`src/rtl/rep_upload_arb.sv`:
```
// rtl/rep_upload_arb.sv - two-source packet arbiter feeding a ring node reply FIFO
//
// Purpose:
//   Packet-granular round-robin arbiter between the data-cache reply uploader
//   (source 0, dc) and the memory reply uploader (source 1, mem). Once a source
//   is granted it keeps the reply FIFO until its tail flit (ctrl 11) is
//   accepted, or until MAX_FLITS flits have moved without a tail, in which case
//   the grant is force-released and err_overlen is latched.
//
// Ports:
//   clk, rst                      clock and synchronous active-high reset
//   dc_flit_in/v_dc_flit_in/dc_ctrl_in     dc uploader flit, valid, ctrl
//   dc_rdy                        dc flit accepted this cycle
//   mem_flit_in/v_mem_flit_in/mem_ctrl_in  mem uploader flit, valid, ctrl
//   mem_rdy                       mem flit accepted this cycle
//   rep_fifo_rdy                  reply FIFO can take a flit
//   rep_flit_out/v_rep_flit_out/rep_ctrl_out  flit, valid, ctrl to reply FIFO
//   rep_arb_state                 00 IDLE, 01 GNT_DC, 10 GNT_MEM
//   err_overlen                   sticky: a packet reached MAX_FLITS with no tail

module rep_upload_arb #(
    parameter int MAX_FLITS = 11,
    parameter int CNT_W     = 4
) (
    input  logic        clk,
    input  logic        rst,
    input  logic [15:0] dc_flit_in,
    input  logic        v_dc_flit_in,
    input  logic [1:0]  dc_ctrl_in,
    output logic        dc_rdy,
    input  logic [15:0] mem_flit_in,
    input  logic        v_mem_flit_in,
    input  logic [1:0]  mem_ctrl_in,
    output logic        mem_rdy,
    input  logic        rep_fifo_rdy,
    output logic [15:0] rep_flit_out,
    output logic        v_rep_flit_out,
    output logic [1:0]  rep_ctrl_out,
    output logic [1:0]  rep_arb_state,
    output logic        err_overlen
);

    typedef enum logic [1:0] {
        ST_IDLE    = 2'b00,
        ST_GNT_DC  = 2'b01,
        ST_GNT_MEM = 2'b10
    } state_t;

    localparam logic [1:0]       CTRL_TAIL = 2'b11;
    localparam logic [CNT_W-1:0] CNT_MAX   = CNT_W'(MAX_FLITS);

    state_t           state_q, state_d;
    logic             ptr_q, ptr_d;     // 0: dc wins a tie, 1: mem wins a tie
    logic [CNT_W-1:0] cnt_q, cnt_d;
    logic             err_q, err_d;

    logic             xfer;
    logic [1:0]       gnt_ctrl;
    logic [CNT_W-1:0] cnt_inc;

    always_ff @(posedge clk) begin
        if (rst) begin
            state_q <= ST_IDLE;
            ptr_q   <= 1'b0;
            cnt_q   <= '0;
            err_q   <= 1'b0;
        end else begin
            state_q <= state_d;
            ptr_q   <= ptr_d;
            cnt_q   <= cnt_d;
            err_q   <= err_d;
        end
    end

    always_comb begin
        state_d        = state_q;
        ptr_d          = ptr_q;
        cnt_d          = cnt_q;
        err_d          = err_q;
        dc_rdy         = 1'b0;
        mem_rdy        = 1'b0;
        rep_flit_out   = 16'h0000;
        rep_ctrl_out   = 2'b00;
        v_rep_flit_out = 1'b0;
        xfer           = 1'b0;
        gnt_ctrl       = 2'b00;
        cnt_inc        = cnt_q + CNT_W'(1);

        case (state_q)
            ST_IDLE: begin
                // Grant takes effect next cycle; nothing moves while idle.
                if (v_dc_flit_in && v_mem_flit_in) begin
                    state_d = ptr_q ? ST_GNT_MEM : ST_GNT_DC;
                end else if (v_dc_flit_in) begin
                    state_d = ST_GNT_DC;
                end else if (v_mem_flit_in) begin
                    state_d = ST_GNT_MEM;
                end
            end
            ST_GNT_DC: begin
                rep_flit_out   = dc_flit_in;
                rep_ctrl_out   = dc_ctrl_in;
                v_rep_flit_out = v_dc_flit_in;
                dc_rdy         = rep_fifo_rdy;
                gnt_ctrl       = dc_ctrl_in;
                xfer           = v_dc_flit_in & rep_fifo_rdy;
            end
            ST_GNT_MEM: begin
                rep_flit_out   = mem_flit_in;
                rep_ctrl_out   = mem_ctrl_in;
                v_rep_flit_out = v_mem_flit_in;
                mem_rdy        = rep_fifo_rdy;
                gnt_ctrl       = mem_ctrl_in;
                xfer           = v_mem_flit_in & rep_fifo_rdy;
            end
            default: begin
                state_d = ST_IDLE;
            end
        endcase

        if (xfer) begin
            if (gnt_ctrl == CTRL_TAIL || cnt_inc == CNT_MAX) begin
                // Release: tail seen, or packet ran out of budget without one.
                state_d = ST_IDLE;
                cnt_d   = '0;
                ptr_d   = (state_q == ST_GNT_DC);
                if (gnt_ctrl != CTRL_TAIL) begin
                    err_d = 1'b1;
                end
            end else begin
                cnt_d = cnt_inc;
            end
        end
    end

    assign rep_arb_state = state_q;
    assign err_overlen   = err_q;

endmodule

```
`config.mk`:
```
export PLATFORM = sky130hd
export DESIGN_NAME = rep_upload_arb
export DESIGN_NICKNAME = d
export VERILOG_FILES = /design/src/rtl/rep_upload_arb.sv
export SDC_FILE = /design/constraint.sdc
export NUM_CORES = 1
export LEC_CHECK = 0
export CAP_MARGIN = 10
export CORE_ASPECT_RATIO = 0.7
export CORE_MARGIN = 2
export CORE_UTILIZATION = 30
export CTS_CLUSTER_DIAMETER = 60
export DETAILED_ROUTE_END_ITERATION = 10
export PLACE_DENSITY = 0.75
export SLEW_MARGIN = 25
export SYNTH_ARGS = -nofsm -noshare
export SYNTH_HDL_FRONTEND = slang
export SYNTH_SLANG_ARGS = --single-unit
```
`constraint.sdc`:
```
create_clock -name clk -period 1.9 [get_ports clk]
set_input_delay 0.475 -clock clk [delete_from_list [all_inputs] [get_ports clk]]
set_output_delay 0.475 -clock clk [all_outputs]
set_load 0.02 [all_outputs]
```
# --- After elaboration in Yosys (flattened, before gate mapping) ---
# Index checks and enable logic that the tools add are counted.
# W data, S select, Z words.
word_totals:
  ff_bits: 8
  inputBits: 41
  wordCells: 32
classes:
  add_sub_neg: 1
  n_eq_ne: 5
  n_mux: 14
  bitwise_logic: 2
  n_reduce_logical: 6
op_table:
  columns: ["operator", "count"]
  rows:
  - ["$pmux W16 S2", 1]
  - ["$mux W2", 6]
  - ["$pmux W2 S2", 2]
  - ["$add A4 B1 Y4 const B", 1]
  - ["$eq A2 B2 Y1 const B", 2]
  - ["$eq A4 B4 Y1 const B", 1]
  - ["$mux W4", 1]
  - ["$pmux W1 S2", 2]
  - ["$reduce_and A3 Y1", 1]
  - ["$and A1 B1 Y1", 2]
  - ["$eq A2 B1 Y1 const B", 1]
  - ["$logic_not A2 Y1", 1]
  - ["$mux W1", 2]
  - ["$ne A2 B2 Y1 const B", 1]
  - ["$reduce_and A2 Y1", 1]
  - ["$reduce_or A2 Y1", 1]
  - ["$logic_and A1 B1 Y1", 1]
  - ["$logic_or A1 B1 Y1", 1]

# --- Longest topological paths before layout ---
# Gate-level depths: netlist (run 1).
logic_depth:
  depth_word: 6
  ltp_mapped: 7
  depth_no_buf: 6

# --- Worst setup path after synthesis (run 1) ---
# OpenSTA, ideal clock, no wires.
synth_path:
  path_kind: "register to output"
  start: "register state_q[0] (netlist: rep_arb_state[0])"
  end: "output port rep_flit_out[0]"
  arrival_ns: 1.688
  path_slack_ns: -0.263
  stages_incl_launch_ff: 6
  path_cell_list: "dfxtp_1 ha_1 clkbuf_1 buf_1 a22oi_1 nor2b_1"
synth_between:
  elab_chain_len: 2
  word_cells_on_any_way: 3
synth_lines:
  columns: ["item", "line", "source"]
  rows:
  - ["start, declared", "52", "state_t state_q, state_d;"]
  - ["start signal, assigned", "68", "state_q <= state_d;"]
  - ["$eq A2 B2 Y1 or $eq A2 B1 Y1 (tied branches)", "89", "case (state_q)"]
  - ["$pmux W16 S2 *", "89", null]
  - ["end, declared", "36", "output logic [15:0] rep_flit_out,"]
# Every way passes the cells marked *; elsewhere a longest branch is shown, timed or not.

# --- Final worst setup path (run 1) ---
layout_path:
  start: "register state_q[0] (netlist: rep_arb_state[0])"
  end: "register cnt_q[3]"
layout_between:
  elab_chain_len: 5
  word_cells_on_any_way: 7
layout_lines:
  columns: ["item", "line", "source"]
  rows:
  - ["$eq A2 B2 Y1 or $eq A2 B1 Y1 (tied branches)", "89", null]
  - ["$pmux W2 S2", "89", null]
  - ["$eq A2 B2 Y1", "122", "if (gnt_ctrl == CTRL_TAIL || cnt_inc == CNT_MAX) begin"]
  - ["$logic_or A1 B1 Y1", "122", null]
  - ["$mux W4", "122", null]
  - ["end signal, assigned", "70", "cnt_q <= cnt_d;"]
  - ["end, declared", "54", "logic [CNT_W-1:0] cnt_q, cnt_d;"]
# Parallel ways exist; a longest one is shown, timed or not.
# A chain may end at the register's enable or synchronous reset.

==> results of run 1 <==
final timing paths:
check	startpoint	endpoint	slack (ns)	cells past startpoint
hold / removal	err_overlen	err_overlen	0.47	2
setup reg to reg	rep_arb_state[0]	cnt_q[3]	-0.1	9
hold reg to reg	err_overlen	err_overlen	0.47	2
setup / recovery	rep_arb_state[0]	cnt_q[3]	-0.1	9
sequential cells by signal, indices dropped and copies added (netlist names):
signal,flops
cnt_q,4
rep_arb_state,2
err_overlen,1
ptr_q,1
layout make-up:
type,instances,area [um^2]
multi-input combinational,84,862
sequential,8,168
clock buffer,3,41.3
inverter,5,26.3
timing repair buffer,92,921
tap,34,42.5
fill,156,492
per-stage QoR:
stage,util [%],std cells
finish,80.7,226
global route,80.7,226
CTS,76.6,221
detailed placement,66.2,213
global placement,66.2,213
floorplan,-,103
routing by layer:
metal  vias up  global-route usage [%]  share of wire (%)
met1       604                    27.1                 36
met5         -                       0                  0
met2        56                    49.6                 55
met4         0                    16.3                4.5
li1        569                       -                  -
met3        20                    9.88                3.9
kinds of logic (layout without fill, tap and decap cells):
family                     Yosys count  count (layout)
muxes                                1               1
xor gates and xnor gates             2               2
AOI/OAI and AO/OA                   36              36
and+or+nand+nor                     39              39
DFF                                  8               8
buffers and inverters               11             100
adders and majority gates            6               6
worst max-delay path, cell delays in order (launching register included):
cell and delay [ns]:
dfxtp_4 0.39, inv_6 0.05, ha_4 0.17, buf_12 0.14, a22o_1 0.25, buf_6 0.13, and3_4 0.19, o41a_4 0.39
buf_4 0.16, nor2_4 0.07
cells in the final DEF, fill, tap and decap left out, types with 2 or more instances in the layout:
cell             synthesis  routed
a21oi_1                  4       4
a22oi_1                 18       2
a22oi_2                  0      16
and2_1                   4       2
and2_4                   0       2
buf_12                   0       4
buf_2                    0       4
buf_4                    0      20
buf_6                    1      18
clkbuf_2                 0       2
clkbuf_8                 0       3
clkdlybuf4s50_1          0      43
dfxtp_1                  8       6
dfxtp_4                  0       2
ha_1                     6       3
ha_4                     0       3
inv_1                    5       3
nand2_1                  2       2
nand3_1                  3       3
nor2_1                   5       3
nor2b_1                 17       2
nor2b_2                  0      14
power by group through the flow:
| stage | Sequential, W | Clock, W | Combinational (W) |
|---|---|---|---|
| final | 0.000283 | 0.000207 | 0.00213 |
| after global routing | 0.000292 | 0.000223 | 0.00222 |
| after CTS | 0.000275 | 0.000211 | 0.00194 |
| after detailed placement | 0.000255 | 0 | 0.00157 |
| after global placement | 0.000252 | 0 | 0.00152 |
| after floorplan | 0.000270 | 0 | 0.000829 |
timing repair:
item	in CTS	in global routing
resized for setup	137	22
gates cloned	2	0
pin swaps	12	7
setup buffers	3	6
setup endpoints to repair	27	29
==> impl_metrics.json, run 1 <==
{
  "max_cap_viol_count": 0,
  "yosysSeqAreaShare_pct": 19.2,
  "grt_start_max_net_pins": 12,
  "num_antenna_cells": 0,
  "fin_crit_ns": 2.00,
  "grt_pass1_wl_mm": 6.30,
  "required_ns": 2.07,
  "ys.flop_type": "dfxtp_1",
  "clock_sinks": 8,
  "hp-class": "flip-flop to flip-flop",
  "synth_top_family_by_area": "compound AO/OA/AOI/OAI gates",
  "max_freq_ghz": 0.501,
  "total_power_w": 0.00262,
  "syn-instance-count": 103,
  "final_area_um2": 2060,
  "yosys.area.top_type": "dfxtp_1",
  "post-dp-hpwl_mm": 2.74,
  "violations": "setup timing",
  "die_x_um": 66.9,
  "cts_hold_buf": 0,
  "switchingPower_w": 0.00111,
  "critical_path_class": "flip-flop to flip-flop",
  "synth_most_common_cell": "a22oi_1",
  "timing.hold.ws_ns": 0.468,
  "cts_max_path_buffers": 2,
  "rsz0062_at_grt": "yes",
  "wire_per_inst_um": 20.3,
  "vias": 1249,
  "nets": 241,
  "globalRouteOverflowTotal": 0,
  "synth_edf_count": 0,
  "numPortBuffers": 64,
  "muxShareOfSynthArea_pct": 1.20,
  "synth_fp_nets": 150,
  "yosys_warnings": 0,
  "powerDensity_nw_per_um2": 1270,
  "fin_ws_ns": -0.0977,
  "slew_headroom_pct": 65.3,
  "path_clk_slew_ns": 0.04,
  "cts_buffers": 3,
  "run_status": "finished with violations",
  "start_util_pct": 32.6,
  "netlist_area_um2": 832,
  "fin_crit_sh_pct": 105,
  "finalClockSkew_ns": 0.00506,
  "vdd_ir_drop_max_mv": 0.972,
  "dr.pass1.iters": 4,
  "synth.avg_cell_area_um2": 8.08,
  "async_flop_share_pct": 0,
  "ant_nets": 0,
  "p_leak_nw": 0.779,
  "hold_violations": 0,
  "cts_tree": "yes",
  "drive_above_1_share_pct": 55.2,
  "worst_setup_path_end_kind": "flip-flop",
  "comb_power_share_pct": 81.3,
  "wirelength_mm": 4.58,
  "root_buffer": "clkbuf_8",
  "die_area_um2": 3220,
  "synth-xor-area-share_pct": 2.11,
  "track_usage_pct": 26.9,
  "yosysTopAreaCellShare_pct": 19.2,
  "path_max_fanout": 8,
  "drc": 0,
  "p_int_w": 0.00151,
  "synth_area_leaders": "dfxtp_1 19%, a22oi_1 16%, nor2b_1 13%",
  "antenna_found_initial": 0,
  "synth_compound_gate_area_share_pct": 34.1,
  "synthSimpleGateAreaFrac_pct": 28.4,
  "place_congestion": 0.837,
  "p_sw_share_pct": 42.5,
  "p_clk_share_pct": 7.9,
  "finalMaxSlewViolations": 0,
  "grt_pass1_vias": 1306,
  "core_area_um2": 2550,
  "worstPathArrival_ns": 2.17,
  "drt-initial-drc-count": 114,
  "seqPwrFrac_pct": 10.8,
  "syn_to_final_growth_pct": 148,
  "netlist_top_cells_count": "18 x a22oi_1, 17 x nor2b_1, 8 x dfxtp_1",
  "setup.worst_path.start_class": "flip-flop",
  "synthAdderAreaFrac_pct": 9.02,
  "worstSkewPairLatency_ns": 0.23,
  "io_pins": 65,
  "rows": 15,
  "synth.distinct_cells": 36,
  "cts_htree_levels": 1,
  "die_y_um": 48.1,
  "synth-seq-cells": 8,
  "vias_per_cell": 5.53,
  "setup_tns_ns": -0.731,
  "worst_slew_pin_slew_ns": 0.513,
  "preCtsSetupSlack_ns": -0.400,
  "setup_violations": 12,
  "placedInstanceArea_um2": 1690
}
(Power assumes the default switching activity.)
==> run 2, diff against run 1 <==
--- a/config.mk
+++ b/config.mk
@@ -11,6 +11,7 @@
 export CORE_UTILIZATION = 30
 export CTS_CLUSTER_DIAMETER = 60
 export DETAILED_ROUTE_END_ITERATION = 10
+export GPL_TIMING_DRIVEN = 0
 export PLACE_DENSITY = 0.75
 export SLEW_MARGIN = 25
 export SYNTH_ARGS = -nofsm -noshare
==> run 2 against run 1 <==
- the flow still finishes with violations (setup timing)
- clock skew shrank 0.0027 ns
- combinational power about the same
- power up 0.80%
- first-iteration DRC count fell by 63%
- count of clock-buffer cells in the layout unchanged
- register-to-register slack better by 0.14 ns
- setup slack worse by 0.0023 ns
- clock power barely moved
- critical path depth fell by 2
- largest cell class unchanged
- highest routed layer unchanged
==> impl_metrics.json, run 2 (same netlist as run 1, synthesis figures left out) <==
{
  "placed_cells": 201,
  "cts_buffers": 3,
  "globalRouteOverflowTotal": 0,
  "cts_tree": "yes",
  "layout_common_cells": "43 x clkdlybuf4s50_1, 22 x buf_6, 17 x a22oi_2, 14 x nor2b_2, 12 x buf_4",
  "root_buffer": "clkbuf_8",
  "clock_sinks": 8,
  "max_cap_viol_count": 0,
  "regMostFlops": "cnt_q",
  "drc": 0,
  "fin_ws_ns": -0.100,
  "slew_headroom_pct": 58.9,
  "finalClockSkew_ns": 0.00235,
  "grtUsageMet1_pct": 23.9,
  "drive_above_1_share_pct": 51.4,
  "ant_nets": 0,
  "regToRegEndpoint": "cnt_q[1]",
  "grt_pass1_vias": 1163,
  "cts_max_path_buffers": 2,
  "layout.cells.non_filler": 219,
  "cts_htree_levels": 1,
  "nets": 234,
  "die_area_um2": 3220,
  "run_status": "finished with violations",
  "vias_per_cell": 5.47,
  "preCtsSetupSlack_ns": -0.597,
  "endpoint": "rep_flit_out[3]",
  "worst_setup_path_end_kind": "output pin",
  "grt_start_max_net_pins": 11,
  "place_congestion": 0.739,
  "worstSkewPairLatency_ns": 0.23,
  "max_freq_ghz": 0.500,
  "vdd_ir_drop_max_mv": 0.922,
  "path_clk_slew_ns": 0.04,
  "use_met3_pct": 5.65,
  "powerDensity_nw_per_um2": 1310,
  "die_y_um": 48.1,
  "crit-reg2reg-launch": "rep_arb_state[0]",
  "io_pins": 65,
  "largest_register_ffs": 4,
  "worst_slew_pin_slew_ns": 0.608,
  "hold_violations": 0,
  "die_x_um": 66.9,
  "drt-initial-drc-count": 42,
  "grt_busiest_layer": "met2",
  "setup_violations": 19,
  "use_met2_pct": 48.4,
  "start_util_pct": 32.6,
  "required_ns": 1.42,
  "p_leak_nw": 0.756,
  "r2r_cells": 7,
  "post-dp-hpwl_mm": 2.66,
  "numPortBuffers": 64,
  "setup_tns_ns": -1.07,
  "core_area_um2": 2550,
  "antenna_found_initial": 0,
  "rrSetupSlack_ns": 0.04,
  "grt_pass1_wl_mm": 5.40,
  "hp-class": "flip-flop to flip-flop",
  "vias": 1198,
  "wire_per_inst_um": 19.7,
  "fin_crit_ns": 2.00,
  "syn_to_final_growth_pct": 143,
  "fin_crit_sh_pct": 105,
  "rows": 15,
  "path_max_fanout": 5,
  "finalMaxSlewViolations": 0,
  "worstPathArrival_ns": 1.52,
  "num_antenna_cells": 0,
  "wirelength_mm": 4.31,
  "track_usage_pct": 23.4,
  "dr.pass1.iters": 4,
  "final_common_cell": "clkdlybuf4s50_1",
  "rsz0062_at_grt": "yes",
  "violations": "setup timing",
  "crit_start": "rep_arb_state[0]",
  "setup.worst_path.start_class": "flip-flop",
  "critical_path_class": "flip-flop to output pin"
}
-- run 2: cell types whose count changed in the layout (fill, tap and decap cells not counted), moves of 3 or more --
| cell | before | now |
|---|---|---|
| buf_4 | 20 | 12 |
| buf_2 | 4 | 0 |
| clkbuf_16 | 0 | 3 |
| buf_6 | 18 | 22 |
| buf_12 | 4 | 1 |
-- run 2: what timing repair did --
action                                  in CTS  in global routing
resized for setup                          161                 17
gates cloned                                 2                  1
pin swaps                                   11                  5
endpoints found under the setup margin      25                 24
hold buffers                                 0                  0
buffers inserted                             8                  4
-- run 2: worst min-delay path by stage --
stage / slack, ns / startpoint / cells past startpoint / to
floorplan: 0.47 / cnt_q[2] / 2 / cnt_q[2]
global placement: 0.44 / err_overlen / 2 / err_overlen
detailed placement: 0.44 / err_overlen / 2 / err_overlen
CTS: 0.45 / err_overlen / 2 / err_overlen
global route: 0.47 / err_overlen / 2 / err_overlen
finish: 0.44 / err_overlen / 2 / err_overlen
-- run 2: cell type report --
class | count | area (um^2)
repair buffers | 79 | 826
plain buffers | 6 | 104
fillers | 155 | 532
clock buffers | 3 | 41.3
flip-flops and latches | 8 | 168
well taps | 34 | 42.5
multi-input cells | 84 | 811
inverters | 5 | 28.8
-- run 2: worst max-delay path, stage by stage, from the launching register on --
cell	delay (ns)
dfxtp_4	0.39
inv_6	0.05
ha_4	0.17
buf_8	0.13
clkbuf_16	0.15
a22oi_2	0.20
nor2b_2	0.07
buf_6	0.13
-- run 2: power breakdown --
part	switching [W]	internal, W	leakage [nW]
clock network	0.0000674	0.000137	0.0216
registers	0.0000696	0.000214	0.0665
logic	0.000948	0.00121	0.668
-- run 2: per-stage QoR --
stage / total power [W] / util [%] / hold WS, ns / area, um^2
2_1_floorplan: 0.00110 / - / 0.472 / 881
3_3_place_gp: 0.00158 / 61.3 / 0.440 / 1560
3_5_place_dp: 0.00161 / 61.3 / 0.441 / 1560
4_1_cts: 0.00237 / 75.4 / 0.448 / 1930
5_1_grt: 0.00275 / 79.2 / 0.469 / 2020
6_report: 0.00264 / 79.2 / 0.444 / 2020
-- run 2: per-layer routing --
metal | part of all wire, % | routed length [um]
met1 | 35 | 1510
met2 | 56 | 2420
met3 | 4.5 | 193
met4 | 4.4 | 188
met5 | 0 | 0
